--- config.mk ---
export PLATFORM = sky130hd
export DESIGN_NAME = doodle_engine
export DESIGN_NICKNAME = d
export VERILOG_FILES = /design/src/rtl/doodle_engine.sv
export SDC_FILE = /design/constraint.sdc
export NUM_CORES = 2
export LEC_CHECK = 0
export BUFFER_PORTS_ARGS = -buffer_cell sky130_fd_sc_hd__buf_4
export CORE_ASPECT_RATIO = 1.25
export CORE_MARGIN = 2
export CORE_UTILIZATION = 50
export CTS_CLUSTER_DIAMETER = 80
export CTS_CLUSTER_SIZE = 25
export DETAILED_ROUTE_END_ITERATION = 6
export HOLD_SLACK_MARGIN = 0.15
export PLACE_DENSITY = 0.71
export SYNTH_ARGS = -nofsm -noshare
export SYNTH_HDL_FRONTEND = slang
export SYNTH_SLANG_ARGS = --single-unit
--- constraint.sdc ---
create_clock -name clk -period 16.28 [get_ports clk]
set_clock_uncertainty 0.2 [all_clocks]
set_input_delay 0.814 -clock clk [delete_from_list [all_inputs] [get_ports clk]]
set_output_delay 0.814 -clock clk [all_outputs]
set_load 0.005 [all_outputs]
--- src/rtl/doodle_engine.sv ---
// Doodle game engine: jump/fall FSM, platform collision,
// endless vertical scroll, score and registered pixel colour.
module doodle_engine #(
   parameter int N_PLAT      = 12,
   parameter int PLAT_W      = 64,
   parameter int PLAT_H      = 16,
   parameter int DOODLE_R    = 10,
   parameter int H_MIN       = 144,
   parameter int H_MAX       = 783,
   parameter int V_MIN       = 35,
   parameter int V_MAX       = 515,
   parameter int X_INIT      = 406,
   parameter int Y_INIT      = 477,
   parameter int STEP        = 2,
   parameter int JUMP_H      = 96,
   parameter int SCROLL_LINE = 200,
   parameter int TILT_W      = 5
) (
   input  logic                 clk,
   input  logic                 rst,
   input  logic                 tick,
   input  logic                 start,
   input  logic                 left,
   input  logic                 right,
   input  logic [TILT_W-1:0]    tilt,
   input  logic [9:0]           hCount,
   input  logic [9:0]           vCount,
   input  logic                 bright,
   input  logic [N_PLAT*10-1:0] plat_x,
   input  logic [N_PLAT*10-1:0] plat_y,
   output logic [9:0]           xpos,
   output logic [9:0]           ypos,
   output logic [9:0]           scroll,
   output logic [15:0]          score,
   output logic [1:0]           state,
   output logic                 game_over,
   output logic [11:0]          rgb
);

   localparam logic [1:0] IDLE = 2'd0;
   localparam logic [1:0] RISE = 2'd1;
   localparam logic [1:0] FALL = 2'd2;
   localparam logic [1:0] DONE = 2'd3;

   localparam logic [10:0] SPAN = 11'(H_MAX - H_MIN + 1);
   localparam logic [10:0] R    = 11'(DOODLE_R);
   localparam logic [10:0] STP  = 11'(STEP);

   logic [1:0]        nstate;
   logic [9:0]        rise_cnt;
   logic [10:0]       x11, y11, h11, v11;
   logic [10:0]       xr, xl, bot, scr_s;
   logic [9:0]        nx, land_y, scr_n;
   logic              land, dead, jump_end, in_box;
   logic [15:0]       score_n;
   logic [10:0]       pt [N_PLAT];
   logic [10:0]       px [N_PLAT];
   logic [N_PLAT-1:0] hit, on_plat;

   assign x11 = {1'b0, xpos};
   assign y11 = {1'b0, ypos};
   assign h11 = {1'b0, hCount};
   assign v11 = {1'b0, vCount};
   assign bot = y11 + R;

   // Screen top of each platform after applying the wrapping scroll
   for (genvar i = 0; i < N_PLAT; i++) begin : g_plat
      logic [10:0] sum;
      assign sum = {1'b0, plat_y[10*i +: 10]} + {1'b0, scroll};
      assign pt[i] = (sum >= 11'd480 ? sum - 11'd480 : sum)
                   + 11'(V_MIN);
      assign px[i] = {1'b0, plat_x[10*i +: 10]};
      assign hit[i] = (pt[i] > bot) && (pt[i] <= bot + STP)
                   && (x11 + R >= px[i])
                   && (x11 <= px[i] + 11'(PLAT_W - 1) + R);
      assign on_plat[i] = (h11 >= px[i])
                       && (h11 <= px[i] + 11'(PLAT_W - 1))
                       && (v11 >= pt[i])
                       && (v11 <= pt[i] + 11'(PLAT_H - 1));
   end

   assign xr = x11 + 11'(tilt);
   assign xl = x11 - 11'(tilt);
   assign scr_s = {1'b0, scroll} + STP;
   assign scr_n = 10'(scr_s >= 11'd480 ? scr_s - 11'd480 : scr_s);
   assign dead = (y11 + STP + R) > 11'(V_MAX);
   assign jump_end = ({1'b0, rise_cnt} + STP) >= 11'(JUMP_H);
   assign score_n = (score > 16'hFFFF - 16'(STEP)) ? 16'hFFFF
                  : score + 16'(STEP);
   assign in_box = (h11 + R >= x11) && (h11 <= x11 + R)
                && (v11 + R >= y11) && (v11 <= y11 + R);

   always_comb begin
      nx = xpos;
      if (right)
         nx = 10'(xr > 11'(H_MAX) ? xr - SPAN : xr);
      else if (left)
         nx = 10'(xl < 11'(H_MIN) ? xl + SPAN : xl);
   end

   // Scan downward so the lowest index wins
   always_comb begin
      land   = 1'b0;
      land_y = '0;
      for (int i = N_PLAT - 1; i >= 0; i--) begin
         if (hit[i]) begin
            land   = 1'b1;
            land_y = 10'(pt[i] - R - 11'd1);
         end
      end
   end

   always_ff @(posedge clk or negedge rst) begin
      if (!rst) state <= IDLE;
      else      state <= nstate;
   end

   always_comb begin
      nstate = state;
      unique case (state)
         IDLE: if (start) nstate = RISE;
         RISE: if (tick && jump_end) nstate = FALL;
         FALL: begin
            if (tick) begin
               if (land)      nstate = RISE;
               else if (dead) nstate = DONE;
            end
         end
         DONE: if (start) nstate = IDLE;
      endcase
   end

   always_comb begin
      game_over = (state == DONE);
   end

   always_ff @(posedge clk or negedge rst) begin
      if (!rst) begin
         xpos     <= 10'(X_INIT);
         ypos     <= 10'(Y_INIT);
         scroll   <= '0;
         score    <= '0;
         rise_cnt <= '0;
      end else begin
         unique case (state)
            IDLE: if (start) rise_cnt <= '0;
            RISE: begin
               if (tick) begin
                  xpos <= nx;
                  if (y11 < 11'(SCROLL_LINE) + STP)
                     scroll <= scr_n;
                  else
                     ypos <= ypos - 10'(STEP);
                  score    <= score_n;
                  rise_cnt <= rise_cnt + 10'(STEP);
               end
            end
            FALL: begin
               if (tick) begin
                  xpos <= nx;
                  if (land) begin
                     ypos     <= land_y;
                     rise_cnt <= '0;
                  end else begin
                     ypos <= ypos + 10'(STEP);
                  end
               end
            end
            DONE: begin
               if (start) begin
                  xpos     <= 10'(X_INIT);
                  ypos     <= 10'(Y_INIT);
                  scroll   <= '0;
                  score    <= '0;
                  rise_cnt <= '0;
               end
            end
         endcase
      end
   end

   always_ff @(posedge clk or negedge rst) begin
      if (!rst)                          rgb <= '0;
      else if (!bright)                  rgb <= '0;
      else if (state == DONE || in_box)  rgb <= 12'hF00;
      else if (|on_plat)                 rgb <= 12'h0F0;
      else                               rgb <= '0;
   end

endmodule
==> results.json <==
{
  "status": "completed",
  "cts_tree": "yes",
  "wirelength_mm": 176,
  "drv_cap": 0,
  "grt_pass1_wl_mm": 267,
  "grt_pass1_vias": 47600,
  "first_pass_iters": 5,
  "grtUsageTotal_pct": 34.6,
  "portBuffers": 327,
  "ys_top_cells_by_area": "ha_1 32%, xnor2_1 8.6%, o21ai_0 4.7%, a21oi_1 3.9%, o21a_1 3.5%",
  "cellLeakagePower_nw": 24.3,
  "insertion_delay_ns": 0.37,
  "rows": 126,
  "syn_area_mm2": 0.0478,
  "clockBufferDepth": 2,
  "setup_violations": 0,
  "min_period_ns": 9.46,
  "critical_path_arrival_ns": 9.53,
  "drive_gt1_share_pct": 8.28,
  "core_area_mm2": 0.0946,
  "synth_cell_types": 114,
  "rsz0062_at_grt": "no",
  "final_common_cell": "ha_1",
  "cts_htree_levels": 3,
  "worst_ep_required_time_ns": 16.35,
  "worstSetupPathType": "flop to flop",
  "fmax_ghz": 0.106,
  "grt_max_degree": 59,
  "async_flop_share_pct": 100,
  "syn2layout_area_growth_pct": 9.07,
  "ys_seq_area_share_pct": 3.07,
  "ys.flop_type": "dfrtp_1",
  "final_hold_viol_count": 0,
  "final_core_util_pct": 55.2,
  "place_hpwl_mm": 138,
  "numCtsBuffers": 9,
  "clkTransAtPathRegs_ns": 0.07,
  "synth-simple-area-share_pct": 20.2,
  "hold_path.class": "flop to flop",
  "rr_startpoint": "scroll[1]$_DFFE_PN0P_",
  "cts_root_buf": "clkbuf_16",
  "final_cell_mix": "1226 x ha_1, 460 x xnor2_1, 447 x o21ai_0, 447 x inv_1, 410 x nor2_1",
  "worst-path-max-fanout": 18,
  "synth-seq-cells": 58,
  "synth-edff-count": 0,
  "ant_nets": 0,
  "synth.avg_cell_area_um2": 7.51,
  "post_drt_wl_per_cell_um": 22.4,
  "gp_congestion": 1.01,
  "synth_compound_area_share_pct": 26.3,
  "slew_headroom_pct": 18.6,
  "cts_hold_buffers": 0,
  "antenna_found_initial": 9,
  "worstMarginPinSlew_ns": 1.20,
  "nets": 8134,
  "yosys_warnings": 0,
  "end_kind": "flop",
  "die_height_um": 350,
  "synthMuxAreaShare_pct": 1.31,
  "ios": 333,
  "cts_resized": 0,
  "post_cts_buffers": 0,
  "routed-via-count": 50100,
  "start_util_pct": 50.6,
  "synth_cells": 6373,
  "grt-ovfl-total": 0,
  "critPathLaunch": "scroll[1]$_DFFE_PN0P_",
  "fin_crit_sh_pct": 58.1,
  "numClockSinks": 58,
  "synth_xor_area_share_pct": 12.0,
  "synth_area_leader_cell": "ha_1",
  "vdd_drop_max_v": 0.000195,
  "drv_slew": 0,
  "min_from": "score[2]$_DFFE_PN0P_",
  "powerDensity_mw_per_mm2": 181,
  "finalSetupTns_ns": 0,
  "drc": 0,
  "drtIter0Drc": 3638,
  "cp-start-kind": "flop",
  "synth_top_area_share_pct": 32.1,
  "die_w_um": 281,
  "synth_fa_ha_area_share_pct": 32.2,
  "synth_top_family_by_area": "adder cells",
  "via_per_inst": 6.38,
  "fp.dieArea_mm2": 0.0982
}
==> Yosys cell counts, types with 62 or more instances <==
cell type	number
xor2_1	166
inv_1	447
ha_1	1226
nand3_1	223
nor2_1	410
o21a_1	224
o211ai_1	66
a31oi_1	66
a21o_1	112
nor3_1	174
nand4_1	122
a211oi_1	83
and3_1	62
nor2b_1	111
clkbuf_1	112
xnor2_1	470
nand2_1	367
o21ai_0	447
nand2b_1	84
a21oi_1	377
==> critical path, cell delays in order, from the launching register on <==
cell	delay, ns
dfrtp_1	0.36
buf_4	0.28
ha_1	0.36
a21oi_2	0.33
a2bb2oi_1	0.54
nand2b_1	0.13
xor2_1	0.62
ha_1	0.44
o21ai_0	0.13
o311ai_1	0.59
a21oi_1	0.36
o32a_1	0.45
xnor2_1	0.53
inv_1	0.20
ha_1	0.33
nor2b_1	0.13
a2111oi_0	0.52
nand2_1	0.09
o21ai_0	0.23
o31ai_1	0.13
or4_1	0.71
and4_1	0.30
nand4b_2	0.23
a21oi_1	0.10
o21bai_1	0.34
or2_0	0.42
o31ai_1	0.28
==> registers in the layout, summed over array words and instances (netlist names) <==
| register | cells |
|---|---|
| xpos | 10 |
| rise_cnt | 9 |
| score | 16 |
| ypos | 10 |
| scroll | 9 |
| rgb | 2 |
| state | 2 |
==> cells by family (layout without fill, tap and decap cells) <==
kind of cell	after synthesis	count (layout)
compound gates	1895	1895
simple gates	1880	1880
fa+ha+maj	1232	1232
xor+xnor	644	644
buf+inv	604	866
mux	59	59
flops	58	58
other cells	1	11
==> routing by layer <==
layer	GRT usage [%]	share of wire, %	vias to the layer above	wire, um
met1	40.8	40	23400	69900
met4	20.5	7.0	8	12400
met3	5.25	7.6	570	13400
met5	0	0.026	-	46
li1	-	-	24300	-
met2	59.1	46	1863	80100
==> power by group <==
part	switching [mW]	total, mW	internal, mW
clock network	0.0892	0.209	0.120
registers	0.109	0.298	0.190
logic	5.46	8.93	3.48
==> final timing paths <==
check / end / slack, ns / cells past startpoint
worst max-delay path: rise_cnt[7]$_DFFE_PN0P_ / 6.82 / 26
worst min-delay path: score[2]$_DFFE_PN0P_ / 0.33 / 2
worst max register to register: rise_cnt[7]$_DFFE_PN0P_ / 6.82 / 26
worst min register to register: score[2]$_DFFE_PN0P_ / 0.33 / 2
max in group asynchronous: scroll[8]$_DFFE_PN0P_ / 14.92 / 1
min in group asynchronous: scroll[7]$_DFFE_PN0P_ / 0.35 / 1
==> metrics by stage <==
step,setup slack [ns],area [um2],instances,power (mW),hold slack [ns]
2_1_floorplan,8.25,47800,6377,6.32,0.269
3_3_place_gp,6.73,51900,7839,8.80,0.311
3_5_place_dp,6.57,51900,7839,8.98,0.312
4_1_cts,6.92,52200,7855,9.24,0.324
5_1_grt,6.18,52200,7857,10.3,0.352
6_report,6.82,52200,7861,9.44,0.332
==> cell type report <==
class,count,area [um2]
fill,9191,42400
sequential,58,1470
timing repair buffer,393,2950
clock buffer,9,225
multi-input combinational,5715,44200
tap,1216,1520
clock inverter,7,77.6
antenna,6,15.0
inverter,457,1720
Note: power is estimated with default switching activity, not from simulation.
